[config.mk]
export PLATFORM = sky130hd
export DESIGN_NAME = uart_tx
export DESIGN_NICKNAME = d
export VERILOG_FILES = /design/src/rtl/uart_pkg.sv /design/src/rtl/uart_tx.sv
export SDC_FILE = /design/constraint.sdc
export NUM_CORES = 1
export LEC_CHECK = 0
export ABC_AREA = 1
export CAP_MARGIN = 15
export CORE_UTILIZATION = 35
export CTS_BUF_LIST = sky130_fd_sc_hd__clkbuf_8
export DETAILED_ROUTE_END_ITERATION = 10
export GPL_ROUTABILITY_DRIVEN = 0
export SLEW_MARGIN = 25
export SYNTH_ARGS = -nofsm -noshare
export SYNTH_HDL_FRONTEND = slang
export SYNTH_SLANG_ARGS = --single-unit
[constraint.sdc]
create_clock -name clkin -period 1.57 [get_ports clkin]
set_input_delay 0.157 -clock clkin [delete_from_list [all_inputs] [get_ports clkin]]
set_output_delay 0.157 -clock clkin [all_outputs]
set_load 0.05 [all_outputs]
[src/rtl/uart_pkg.sv]
`timescale 1ns/1ps
`default_nettype none
// ---------------------------------------------------------------------------
// uart_pkg : types and constants shared by the UART transmitter and receiver
// Rev 1.0
// ---------------------------------------------------------------------------
package uart_pkg;

   typedef enum logic [2:0] {
      IDLE   = 3'd0,
      WAIT   = 3'd1,
      START  = 3'd2,
      DATA   = 3'd3,
      PARITY = 3'd4,
      STOP   = 3'd5
   } uart_tx_state_t;

   localparam int UART_PARITY_EVEN = 0;
   localparam int UART_PARITY_ODD  = 1;

endpackage : uart_pkg
`default_nettype wire

[src/rtl/uart_tx.sv]
`timescale 1ns/1ps
`default_nettype none
// ---------------------------------------------------------------------------
// uart_tx : baud-tick driven asynchronous serial transmitter, one frame in flight
// Rev 1.0
// ---------------------------------------------------------------------------
module uart_tx
   import uart_pkg::*;
#(
   parameter int DATA_BITS  = 8,
   parameter int PARITY_EN  = 0,
   parameter int PARITY_ODD = 0,
   parameter int STOP_BITS  = 1
)(
   input  logic                 clkin,
   input  logic                 rst_n,
   input  logic                 baud_tick,
   input  logic [DATA_BITS-1:0] tx_data,
   input  logic                 tx_valid,
   output logic                 tx_ready,
   output logic                 txd,
   output logic                 busy
);

   localparam logic [2:0] LAST_BIT  = 3'(DATA_BITS - 1);
   localparam logic       LAST_STOP = 1'(STOP_BITS - 1);
   localparam logic       PAR_INV   = (PARITY_ODD == UART_PARITY_ODD);

   uart_tx_state_t       state_q,    state_d;
   logic [DATA_BITS-1:0] shift_q,    shift_d;
   logic [2:0]           bit_cnt_q,  bit_cnt_d;
   logic                 stop_cnt_q, stop_cnt_d;
   logic                 parity_q,   parity_d;
   logic                 txd_q,      txd_d;
   logic                 ready_q,    ready_d;
   logic                 busy_q,     busy_d;

   always_ff @(posedge clkin or negedge rst_n) begin
      if (!rst_n) begin
         state_q    <= IDLE;
         shift_q    <= '0;
         bit_cnt_q  <= '0;
         stop_cnt_q <= 1'b0;
         parity_q   <= 1'b0;
         txd_q      <= 1'b1;
         ready_q    <= 1'b1;
         busy_q     <= 1'b0;
      end else begin
         state_q    <= state_d;
         shift_q    <= shift_d;
         bit_cnt_q  <= bit_cnt_d;
         stop_cnt_q <= stop_cnt_d;
         parity_q   <= parity_d;
         txd_q      <= txd_d;
         ready_q    <= ready_d;
         busy_q     <= busy_d;
      end
   end

   // txd_d is the level of the state being entered, so the line changes
   // on the same edge that samples the tick.
   always_comb begin
      state_d    = state_q;
      shift_d    = shift_q;
      bit_cnt_d  = bit_cnt_q;
      stop_cnt_d = stop_cnt_q;
      parity_d   = parity_q;
      txd_d      = txd_q;

      case (state_q)
         IDLE: begin
            txd_d = 1'b1;
            if (tx_valid && ready_q) begin
               shift_d  = tx_data;
               parity_d = (^tx_data) ^ PAR_INV;
               state_d  = WAIT;
            end
         end

         WAIT: begin
            if (baud_tick) begin
               state_d = START;
               txd_d   = 1'b0;
            end
         end

         START: begin
            if (baud_tick) begin
               state_d   = DATA;
               bit_cnt_d = 3'd0;
               txd_d     = shift_q[0];
            end
         end

         DATA: begin
            if (baud_tick) begin
               if (bit_cnt_q == LAST_BIT) begin
                  if (PARITY_EN != 0) begin
                     state_d = PARITY;
                     txd_d   = parity_q;
                  end else begin
                     state_d    = STOP;
                     stop_cnt_d = 1'b0;
                     txd_d      = 1'b1;
                  end
               end else begin
                  shift_d   = shift_q >> 1;
                  bit_cnt_d = bit_cnt_q + 3'd1;
                  txd_d     = shift_q[1];
               end
            end
         end

         PARITY: begin
            if (baud_tick) begin
               state_d    = STOP;
               stop_cnt_d = 1'b0;
               txd_d      = 1'b1;
            end
         end

         STOP: begin
            txd_d = 1'b1;
            if (baud_tick) begin
               if (stop_cnt_q == LAST_STOP) begin
                  state_d = IDLE;
               end else begin
                  stop_cnt_d = 1'b1;
               end
            end
         end

         default: begin
            state_d = IDLE;
            txd_d   = 1'b1;
         end
      endcase

      ready_d = (state_d == IDLE);
      busy_d  = (state_d != IDLE);
   end

   assign tx_ready = ready_q;
   assign txd      = txd_q;
   assign busy     = busy_q;

endmodule : uart_tx
`default_nettype wire

Word level (Yosys, flattened, before mapping)
Index checks and enable logic that the tools add are counted.
- register bits: 18
- bits of input ports: 12
- output and inout port bits: 3
- add/subtract/negate cells: 1
- eq/ne operators: 14
- mux-type cells: 28
- reductions and logical operators: 11
- operator list (cell ; number):
    $mux W3 ; 11
    $mux W8 ; 3
    $pmux W3 S6 ; 1
    $ne A2 B2 Y1 const B ; 8
    $pmux W8 S2 ; 1
    $reduce_and A4 Y1 ; 3
    $eq A3 B3 Y1 const B ; 3
    $mux W1 ; 9
    $eq A3 B2 Y1 const B ; 2
    $logic_not A3 Y1 ; 2
    $pmux W3 S2 ; 1
    $reduce_bool A3 Y1 ; 2
    $reduce_and A5 Y1 ; 1
    $pmux W1 S4 ; 1
    $reduce_bool A2 Y1 ; 2
    $add A3 B1 Y3 const B ; 1
    $eq A3 B1 Y1 const B ; 1
    $pmux W1 S3 ; 1
    $logic_and A1 B1 Y1 ; 1

Logic depth before layout (Yosys ltp)
- depth after elaboration: 5
- mapped depth: 8
- mapped depth without buffers: 8

Least setup slack after synthesis
OpenSTA, ideal clock, no wires.
- kind: flip-flop to flip-flop
- start point: reg bit_cnt_q[0]
- end point: reg shift_q[1]
- data arrival time: 1.269 ns
- required time: 1.453 ns
- setup slack: 0.184 ns
- cell stages (with the launch flop): 9
- clock period less this slack: 1.386 ns
- cells stage by stage: dfrtp_1 -> ha_1 -> ha_1 -> inv_1 -> nand2_1 -> nand2_4 -> nand2_8 -> nand2_2 -> nand2_1
- longest elaborated chain between the ends: 3
- ends and longest elaborated chain (element ; line ; source):
    start: declaration ; uart_tx.sv:31 ; logic [2:0] bit_cnt_q, bit_cnt_d;
    start signal: assignment ; uart_tx.sv:51 ; bit_cnt_q <= bit_cnt_d;
    $eq A3 B3 Y1 ; uart_tx.sv:97 ; if (bit_cnt_q == LAST_BIT) begin
    $ne A2 B2 Y1 (no line) ; -- ;
    $reduce_and A4 Y1 (no line) ; -- ;
    end signal: assignment ; uart_tx.sv:50 ; shift_q <= shift_d;
    end: declaration ; uart_tx.sv:30 ; logic [DATA_BITS-1:0] shift_q, shift_d;
Every way passes these cells.
A chain may end at the register's enable or synchronous reset.

Worst setup path after layout
- start point: reg bit_cnt_q[0]
- end point: reg bit_cnt_q[1]
- longest elaborated chain between the ends: 4
- ends and longest elaborated chain (element ; line ; source):
    $add A3 B1 Y3 ; uart_tx.sv:108 ; bit_cnt_d = bit_cnt_q + 3'd1;
    $mux W3 ; uart_tx.sv:97 ;
    $mux W3 ; uart_tx.sv:96 ; if (baud_tick) begin
    $pmux W3 S2 ; uart_tx.sv:70 ; case (state_q)
Parallel ways exist; a longest one is shown, timed or not. The select of a mux whose other input is x is not followed.

==> metrics.md <==
| Metric | Value |
|---|---|
| FF/Latch Area | 428 sq um |
| Die area | 0.00314 sq mm |
| Setup crit start | bit_cnt_q[0] |
| Post-DRT Antenna Nets | 0 |
| Total number of vias | 912 |
| Met3 wire len | 73 um |
| DP HPWL | 1.56 mm |
| First drt pass iteration count | 4 |
| Layout cells sized above 1 | 0.220 |
| CP Data Required Time | 1.76 ns |
| Top FF cell, synth | dfrtp_1 |
| RSZ-0062 raised after global routing | false |
| Period minus WS final | 1.43 ns |
| Total GRT Usage | 0.142 |
| Final Skew | 0.000985 ns |
| Skew-Pair Late Insertion Delay | 0.25 ns |
| Avg Synthesized Cell Area | 7.81 sq um |
| Starting Density | 0.371 |
| Worst Setup Path Type | flip-flop to flip-flop |
| Die width | 56.1 um |
| Reg2reg setup slack | 0.14 ns |
| IO Pins | 15 |
| DR WL met2 | 964 um |
| Crit path arrival time | 1.62 ns |
| Share of flip-flops with an asynchronous set or reset | 1.00 |
| Slew headroom | 0.778 |
| Fin cells | 181 |
| Footprint of the multi-input gates | 513 sq um |
| Setup crit start kind | flip-flop |
| Syn Inst Count | 131 |
| Synth top cells by count | nand2_1 (44), dfrtp_1 (15), nand3_1 (14), nand4_1 (11) |
| Largest net degree at the start of global routing | 18 |
| First-pass GRT wire length | 3.52 mm |
| Dpl cells | 177 |
| Max Slew Vio Count | 0 |
| Area of the mapped netlist | 0.00102 sq mm |
| Die height | 56.1 um |
| Antenna violations before repair | 0 |
| Fmax | 0.700 GHz |
| Core outline area | 0.00276 sq mm |
| Reg2reg start | bit_cnt_q[0] |
| Setup Buffers After CTS | 0 |
| Post-synth top area share | 0.367 |
| Max layer used | met4 |
| Post-synthesis cell type count | 22 |
| CTS Root Cell | clkbuf_8 |
| CTS H-tree depth | 1 |
| Pwr dens | 1720 mW/mm^2 |
| Number of global-route vias before repair | 824 |
| Clk sink count | 17 |
| Maximum Capacitance Violations | 0 |
| Area Growth Syn to Fin | 24.7% |
| Most frequent cell after synthesis | nand2_1 |
| Maximum vdd drop | 0.000912 V |
| Routed WL per cell | 11.4 um |
| Crit-path max FO | 5 |
| Nets | 165 |
| Status | completed |
| Initial DRC count | 33 |
| Port Buf Inserts | 14 |
| Worst-Margin Slew | 0.332 ns |
| Period utilization | 0.910 |
| Warnings from Yosys | 0 |
| Post-synth EDFFs | 0 |
| Seq/Total Area, Yosys | 0.418 |
| Routed WL | 2.07 mm |
| Vias per cell | 5.04 |
| Cts hold-fix bufs | 0 |
| Total power | 2.19 mW |
| DRC Markers | 0 |
| Setup-failing EPs final | 0 |
| Worst-path clk slew | 0.07 ns |
| Total CTS buffers | 3 |
| Ant. Diodes | 0 |
| Metal-1 WL | 1.01 mm |
| Hold Crit Class | input port to async pin |
| Core Rows | 19 |
| Fillers | 273 |
| Final hold viol count | 0 |
| Syn nets | 145 |
| Yosys top cell by area | dfrtp_1 |
| Sum Neg Setup Slack | 0 ns |
| Grt total ovfl | 0 |
| Clock buffer depth | 2 |
| PostCTS Resize Cnt | 0 |
| Crit path capture type | flip-flop |
| Leakage | 0.670 nW |
| Reg2reg end | bit_cnt_q[1] |
| Synthesized flop and latch total | 17 |
| Synth area leaders | dfrtp_1 (37%), nand2_1 (16%), nand3_1 (6.8%) |
| CTS tree | yes |
| Cells on worst reg2reg path | 7 |
==> area by class of cell <==
class                      instances  share of cell area
sequential                        17               0.335
inverter                          13              0.0382
multi-input combinational         96               0.402
tap                               31              0.0304
timing repair buffer              20               0.159
clock buffer                       3              0.0324
clock inverter                     1             0.00294
==> cells by family after synthesis <==
| family | Yosys count | share of synthesized area |
|---|---|---|
| flops | 17 | 0.418 |
| buf+inv | 18 | 0.0807 |
| fa+ha+maj | 2 | 0.0244 |
| compound gates | 4 | 0.0244 |
| simple gates | 90 | 0.452 |
==> metal layers <==
metal | global-route usage | vias up
li1 | - | 469
met1 | 0.186 | 424
met2 | 0.243 | 17
met3 | 0.0209 | 2
met4 | 0.0418 | 0
met5 | 0 | -
==> where the power goes <==
group          total (mW)  switching (mW)  internal (mW)  leakage, nW
Clock               0.320           0.146          0.173       0.0269
Sequential          0.823           0.176          0.647        0.210
Combinational        1.05           0.628          0.421        0.433
==> sequential cells by signal, summed over array words and instances, names as in the netlist <==
signal,cells
tx_ready,1
state_q,3
txd,1
busy,1
shift_q,8
bit_cnt_q,3
==> placed cells by master (no fill, tap or decap), types with 2 or more instances in the layout <==
master | synthesis | routed
nand2_1 | 44 | 44
dfrtp_1 | 15 | 15
nand3_1 | 14 | 14
nand4_1 | 11 | 11
clkdlybuf4s50_1 | 0 | 11
inv_1 | 9 | 10
nand2_2 | 9 | 9
buf_4 | 1 | 7
nor2_1 | 5 | 5
inv_2 | 4 | 4
clkbuf_8 | 0 | 3
nand2_4 | 2 | 2
o211ai_1 | 2 | 2
ha_1 | 2 | 2
buf_12 | 0 | 2
dfstp_2 | 2 | 2
==> worst max-delay path: stages, from the launching register on <==
cell and delay [ns]:
dfrtp_1 0.37, ha_1 0.16, ha_1 0.16, inv_1 0.06
buf_4 0.15, o211ai_1 0.30, nand2_1 0.11, nand2_1 0.07
==> per-stage QoR <==
step | area (sq um) | utilization | hold WS (ns) | setup slack (ns)
floorplan | 1020 | - | -0.139 | 0.184
CTS | 1280 | 0.463 | 0.235 | 0.145
detailed placement | 1230 | 0.446 | 0.469 | 0.117
global route | 1280 | 0.463 | 0.264 | 0.0396
global placement | 1230 | 0.446 | 0.460 | 0.129
finish | 1280 | 0.463 | 0.228 | 0.142
==> worst max path at each step <==
stage	slack [ns]	endpoint
2_1_floorplan	0.18	shift_q[1]
3_3_place_gp	0.13	busy
3_5_place_dp	0.12	busy
4_1_cts	0.14	bit_cnt_q[1]
5_1_grt	0.04	shift_q[6]
6_report	0.14	bit_cnt_q[1]
Note: power is estimated with default switching activity, not from simulation.
